--- config.mk ---
export PLATFORM = sky130hd
export DESIGN_NAME = mem_stage
export DESIGN_NICKNAME = d
export VERILOG_FILES = /design/src/rtl/mem_stage_pkg.sv /design/src/rtl/mem_load_align.sv /design/src/rtl/mem_stage.sv
export SDC_FILE = /design/constraint.sdc
export NUM_CORES = 1
export LEC_CHECK = 0
export ABC_AREA = 1
export ABC_CLOCK_PERIOD_IN_PS = 2700
export BUFFER_PORTS_ARGS = -buffer_cell sky130_fd_sc_hd__buf_4
export CELL_PAD_IN_SITES_DETAIL_PLACEMENT = 1
export CELL_PAD_IN_SITES_GLOBAL_PLACEMENT = 2
export CORE_MARGIN = 2
export CORE_UTILIZATION = 28
export DETAILED_ROUTE_END_ITERATION = 6
export GPL_TIMING_DRIVEN = 1
export PLACE_DENSITY_LB_ADDON = 0.3
export RECOVER_POWER = 50
export SLEW_MARGIN = 20
export SYNTH_ARGS = -nofsm -noshare
export SYNTH_HDL_FRONTEND = slang
export SYNTH_HIERARCHICAL = 1
export SYNTH_SLANG_ARGS = --single-unit
--- constraint.sdc ---
create_clock -name clk -period 2.7 [get_ports clk]
set_clock_uncertainty 0.1 [all_clocks]
set_input_delay 0.27 -clock clk [delete_from_list [all_inputs] [get_ports clk]]
set_output_delay 0.27 -clock clk [all_outputs]
set_load 0.005 [all_outputs]
--- src/rtl/mem_stage_pkg.sv ---
// Shared widths, load-type codes, FSM encoding and bus layouts for the MEM stage.
package mem_stage_pkg;

    localparam int unsigned EX_TO_MEM_WD = 79;
    localparam int unsigned MEM_TO_WB_WD = 70;
    localparam int unsigned MEM_TO_ID_WD = 38;
    localparam int unsigned LD_TYPE_WD   = 3;

    localparam logic [LD_TYPE_WD-1:0] LD_LW  = 3'd0;
    localparam logic [LD_TYPE_WD-1:0] LD_LB  = 3'd1;
    localparam logic [LD_TYPE_WD-1:0] LD_LBU = 3'd2;
    localparam logic [LD_TYPE_WD-1:0] LD_LH  = 3'd3;
    localparam logic [LD_TYPE_WD-1:0] LD_LHU = 3'd4;

    typedef enum logic [1:0] {
        IDLE = 2'd0,
        WAIT = 2'd1,
        HOLD = 2'd2
    } mem_state_e;

    typedef struct packed {
        logic [LD_TYPE_WD-1:0] ld_type;
        logic [31:0]           pc;
        logic                  data_ram_en;
        logic [3:0]            data_ram_wen;
        logic                  sel_rf_res;
        logic                  rf_we;
        logic [4:0]            rf_waddr;
        logic [31:0]           ex_result;
    } ex_to_mem_t;

    typedef struct packed {
        logic [31:0] pc;
        logic        rf_we;
        logic [4:0]  rf_waddr;
        logic [31:0] rf_wdata;
    } mem_to_wb_t;

    typedef struct packed {
        logic        rf_we;
        logic [4:0]  rf_waddr;
        logic [31:0] rf_wdata;
    } mem_to_id_t;

endpackage

--- src/rtl/mem_load_align.sv ---
// Selects the addressed byte/halfword of a load word and sign- or zero-extends it.
module mem_load_align
    import mem_stage_pkg::*;
(
    input  logic [LD_TYPE_WD-1:0] ld_type,
    input  logic [1:0]            addr,
    input  logic [31:0]           rdata,
    output logic [31:0]           data
);

    logic [7:0]  byte_sel;
    logic [15:0] half_sel;

    always_comb begin
        byte_sel = rdata[7:0];
        case (addr)
            2'd1:    byte_sel = rdata[15:8];
            2'd2:    byte_sel = rdata[23:16];
            2'd3:    byte_sel = rdata[31:24];
            default: byte_sel = rdata[7:0];
        endcase

        // Halfword loads ignore addr[0]; misalignment is not trapped here.
        half_sel = addr[1] ? rdata[31:16] : rdata[15:0];

        data = rdata;
        case (ld_type)
            LD_LB:   data = {{24{byte_sel[7]}}, byte_sel};
            LD_LBU:  data = {24'h0, byte_sel};
            LD_LH:   data = {{16{half_sel[15]}}, half_sel};
            LD_LHU:  data = {16'h0, half_sel};
            default: data = rdata;
        endcase
    end

endmodule

--- src/rtl/mem_stage.sv ---
// MEM pipeline stage: registers the EX bus, waits for the SRAM read response,
// aligns load data and drives the WB and ID forwarding buses.
module mem_stage
    import mem_stage_pkg::*;
(
    input  logic                    clk,
    input  logic                    resetn,
    input  logic [5:0]              stall,
    input  logic [EX_TO_MEM_WD-1:0] ex_to_mem_bus,
    input  logic [31:0]             data_sram_rdata,
    input  logic                    data_sram_rvalid,
    output logic [MEM_TO_WB_WD-1:0] mem_to_wb_bus,
    output logic [MEM_TO_ID_WD-1:0] mem_to_id_bus,
    output logic                    stallreq_for_mem
);

    ex_to_mem_t bus_r;
    mem_state_e state;
    mem_state_e state_nxt;
    logic [31:0] rbuf;
    logic [31:0] rbuf_nxt;
    logic [31:0] load_word;
    logic [31:0] load_aligned;
    logic [31:0] rf_wdata;
    logic        is_load;
    logic        stallreq;
    mem_to_wb_t  wb;
    mem_to_id_t  fwd;

    logic unused_stall;
    assign unused_stall = &{1'b0, stall[5], stall[2:0]};

    // Input register: bubble when MEM stalls but WB moves on, hold when both stall.
    always_ff @(posedge clk or negedge resetn) begin
        if (!resetn) begin
            bus_r <= '0;
        end else if (stall[3] && !stall[4]) begin
            bus_r <= '0;
        end else if (!stall[3]) begin
            bus_r <= ex_to_mem_t'(ex_to_mem_bus);
        end
    end

    assign is_load = bus_r.data_ram_en && (bus_r.data_ram_wen == 4'h0) && bus_r.sel_rf_res;

    always_ff @(posedge clk or negedge resetn) begin
        if (!resetn) begin
            state <= IDLE;
            rbuf  <= 32'h0;
        end else begin
            state <= state_nxt;
            rbuf  <= rbuf_nxt;
        end
    end

    // Response tracking: WAIT until rvalid, HOLD the captured word while the stage is frozen.
    always_comb begin
        state_nxt = state;
        rbuf_nxt  = rbuf;
        stallreq  = 1'b0;
        load_word = data_sram_rdata;
        case (state)
            IDLE: begin
                if (is_load) begin
                    if (!data_sram_rvalid) begin
                        stallreq  = 1'b1;
                        state_nxt = WAIT;
                    end else if (stall[3]) begin
                        rbuf_nxt  = data_sram_rdata;
                        state_nxt = HOLD;
                    end
                end
            end
            WAIT: begin
                if (!data_sram_rvalid) begin
                    stallreq = 1'b1;
                end else begin
                    rbuf_nxt  = data_sram_rdata;
                    state_nxt = stall[3] ? HOLD : IDLE;
                end
            end
            HOLD: begin
                load_word = rbuf;
                if (!stall[3]) begin
                    state_nxt = IDLE;
                end
            end
            default: state_nxt = IDLE;
        endcase
    end

    mem_load_align u_align (
        .ld_type (bus_r.ld_type),
        .addr    (bus_r.ex_result[1:0]),
        .rdata   (load_word),
        .data    (load_aligned)
    );

    assign rf_wdata = is_load ? load_aligned : bus_r.ex_result;

    // An unready load must never be forwarded to ID.
    always_comb begin
        wb.pc        = bus_r.pc;
        wb.rf_we     = bus_r.rf_we;
        wb.rf_waddr  = bus_r.rf_waddr;
        wb.rf_wdata  = rf_wdata;
        fwd.rf_we    = bus_r.rf_we && !stallreq;
        fwd.rf_waddr = bus_r.rf_waddr;
        fwd.rf_wdata = rf_wdata;
    end

    assign mem_to_wb_bus    = wb;
    assign mem_to_id_bus    = fwd;
    assign stallreq_for_mem = stallreq;

endmodule
==> key figures <==
STA
  • Fin crit share: 101%
  • RSZ-0062 raised after global routing: true
  • Slew Viols, Final: slightly above 80
  • Rel. slew slack: -17.1%
  • Final hold viol count: 0
  • Maximum clock frequency: ~370 MHz
  • Least-Margin Pin Slew: 1760 ps
  • Setup TNS: -179 ps
  • Final setup fails: 22
  • Worst setup margin: -29.3 ps
  • Final Critical Period: ~2700 ps

Yosys
  • Post-synthesis cell type count: 25
  • Synth Instances: about 950
  • Yosys warns: 6
  • Synth async-reset ratio: 100%
  • EDFF count, synth: 0
  • Ys flop type: dfrtp_1
  • Sequential element share of the synthesized area: 39.7%
  • Mapped Area: between 0.007 and 0.008 mm²
  • Flops & latches, synth: between 100 and 150
  • Net Count, Synth: roughly 1.1k
  • Avg Inst Size Synth: approximately 7.5 µm²

Die
  • Die area: approximately 0.027 mm²
  • Starting density of the core: 28.4%
  • Io pins: roughly 230
  • Row Count: slightly below 60
  • Die Width: between 150 and 200 µm
  • Core area: between 0.02 and 0.03 mm²
  • Die Y: between 150 and 200 µm

GRT
  • Number of global-route vias before repair: roughly 7.5k
  • Largest net degree at the start of global routing: between 80 and 90
  • Global Route Usage Sum: 19.7%
  • Antenna violations before repair: 0
  • Total gr overflow: 0
  • Global-route wire length before repair: 41,100 µm

Worst setup path
  • CP max-delay cell: dfrtp_1
  • Most used cell, CP: nand2_2
  • Worst Path Buf+Inv: 4
  • Maximum fanout along the worst path: 7
  • Setup crit start kind: flop
  • CP Class: flop to output pin
  • WP data required: about 2300 ps
  • Flop2flop setup slack: about 850 ps
  • Worst Setup End Kind: output pin
  • Crit path cell chain: nor2_4, buf_6, nand2_2, nand2_2, inv_1, nand2_2, nand2_2, nand2_4, nand3b_4, buf_16, nand3_2, nor2_1, a21oi_2, buf_4
  • CP max stage delay: roughly 400 ps
  • Worst EP arrival: ~2400 ps
  • Largest delay share family, worst path: simple AND/OR/NAND/NOR gates

CTS
  • Maximum root-to-sink buffer count: 2
  • Clock Root Buffer: clkbuf_16
  • Clk pin slew, worst setup/hold paths: approximately 50 ps
  • CTS tree: done
  • Worst skew pair latency: 430 ps
  • Num CTS Buffers: 17
  • Sink Count: ~110
  • H-tree levels: 4

Status
  • Failing checks: capacitance limit, slew limit, setup timing
  • Status: finished with violations

Placement
  • Gp weighted congestion: between 0.7 and 0.8
  • Place WS: ~120 ps
  • IO Port Bufs: about 220
  • Detailed Place HPWL: 17,500 µm
  • Placed inst area: roughly 0.0085 mm²

Detailed routing
  • Via count: a little over 7k
  • Detailed Route Iter0 Violations: slightly above 300
  • WL per Instance: roughly 17 µm
  • DRT antenna net count: 0
  • Pre-antenna DRT Iters: 4
  • Routed wire length: roughly 26,000 µm
  • # DRC: 0
  • Vias per Instance: approximately 4.6

Cells and area
  • Design Area, Final: 0.0108 mm²
  • Share of layout cells above drive strength 1: between 30 and 40%
  • Most common cell after layout, fill and taps aside: nand2_1
  • Area grow syn2layout: 51.1%
  • Post-layout net count: 1,339
  • Antenna Cells: 0
  • Most frequent cells in the layout: nand2_1 (334), buf_4 (250), dfrtp_1 (113)

Pwr
  • LEAKAGE: 5.73 nW
  • Pwr Density: 609 mW/mm²
  • Max IR drop VDD: 347 µV

Min path
  • Type of the worst min-delay path: input port to flop

Job
  • Maxcap violations: 1
-- worst min-delay path, cell delays in order --
cell and delay (ps):
buf_4 110, inv_1 40, nand2_1 100, a21oi_1 50
-- final timing paths --
path,startpoint,endpoint,depth (start not counted)
hold reg to reg,rbuf[24],rbuf[24],2
max in group asynchronous,resetn,bus_r[23],3
setup / recovery,state[0],mem_to_wb_bus[16],14
setup reg to reg,bus_r[38],rbuf[20],9
hold / removal,data_sram_rvalid,state[0],4
min in group asynchronous,resetn,rbuf[4],2
-- synthesized netlist by cell type, types with 3 or more instances --
| cell type | count | area [µm²] |
|---|---|---|
| buf_4 | 77 | 578 |
| inv_2 | 3 | 11.3 |
| nor2_1 | 36 | 135 |
| nand2_1 | 358 | 1340 |
| a21oi_1 | 34 | 170 |
| dfrtp_1 | 113 | 2830 |
| buf_12 | 3 | 60.1 |
| nand3_1 | 105 | 526 |
| buf_1 | 9 | 33.8 |
| o21ai_0 | 33 | 165 |
| clkbuf_1 | 6 | 22.5 |
| inv_1 | 58 | 218 |
| nand3_2 | 58 | 581 |
| nand2_2 | 5 | 31.3 |
| nand2_4 | 3 | 33.8 |
| buf_2 | 29 | 145 |
| buf_6 | 8 | 90.1 |
| nand4_1 | 9 | 56.3 |
-- routing by layer --
layer / share of wire, % / wire length [µm] / track usage (%)
met1: 43 / 11200 / 24.7
met2: 52 / 13600 / 35.0
met3: 4.4 / 1150 / 4.19
met4: 0.73 / 191 / 4.06
met5: 0 / 0 / 0
-- report_power, final --
part           total [W]  leakage [nW]  switching [W]  internal [W]
clock network    0.00251         0.313       0.000938       0.00158
registers        0.00218          1.43       0.000176       0.00200
logic            0.00186          3.98        0.00102      0.000835
total            0.00655          5.73        0.00214       0.00442
-- final cells by class --
| cell class | instances | area (µm²) |
|---|---|---|
| inverter | 63 | 249 |
| sequential | 113 | 2830 |
| timing repair buffer | 377 | 3210 |
| tap | 330 | 413 |
| multi-input combinational | 647 | 3410 |
| fill | 3071 | 14300 |
| clock buffer | 17 | 425 |
| clock inverter | 15 | 220 |
-- registers in the layout, indices dropped and copies added, names as in the netlist --
name,count
mem_to_wb_bus,33
state,2
bus_r,41
rbuf,32
mem_to_id_bus,5
-- timing repair --
item	CTS	global route
pin swaps	7	11
setup endpoints to repair	62	64
gates resized for setup	52	37
hold endpoints to repair	185	0
cloned	2	0
buffers inserted	10	5
hold buffers	112	0
-- kinds of logic after synthesis --
group | after synthesis | share of synthesized area (%)
buf+inv | 195 | 16.5
compound gates | 69 | 5.17
flops | 113 | 39.7
simple gates | 577 | 38.6
-- per-stage QoR --
step	instances	utilization (%)	hold WS [ps]	power (W)
detailed placement	1401	34.1	53.9	0.00379
global placement	1401	34.1	55.1	0.00375
finish	1562	43.0	94.2	0.00655
CTS	1557	42.4	67.8	0.00656
floorplan	954	-	-126	0.00320
global route	1562	43.0	94.2	0.00695
(Power assumes the default switching activity.)
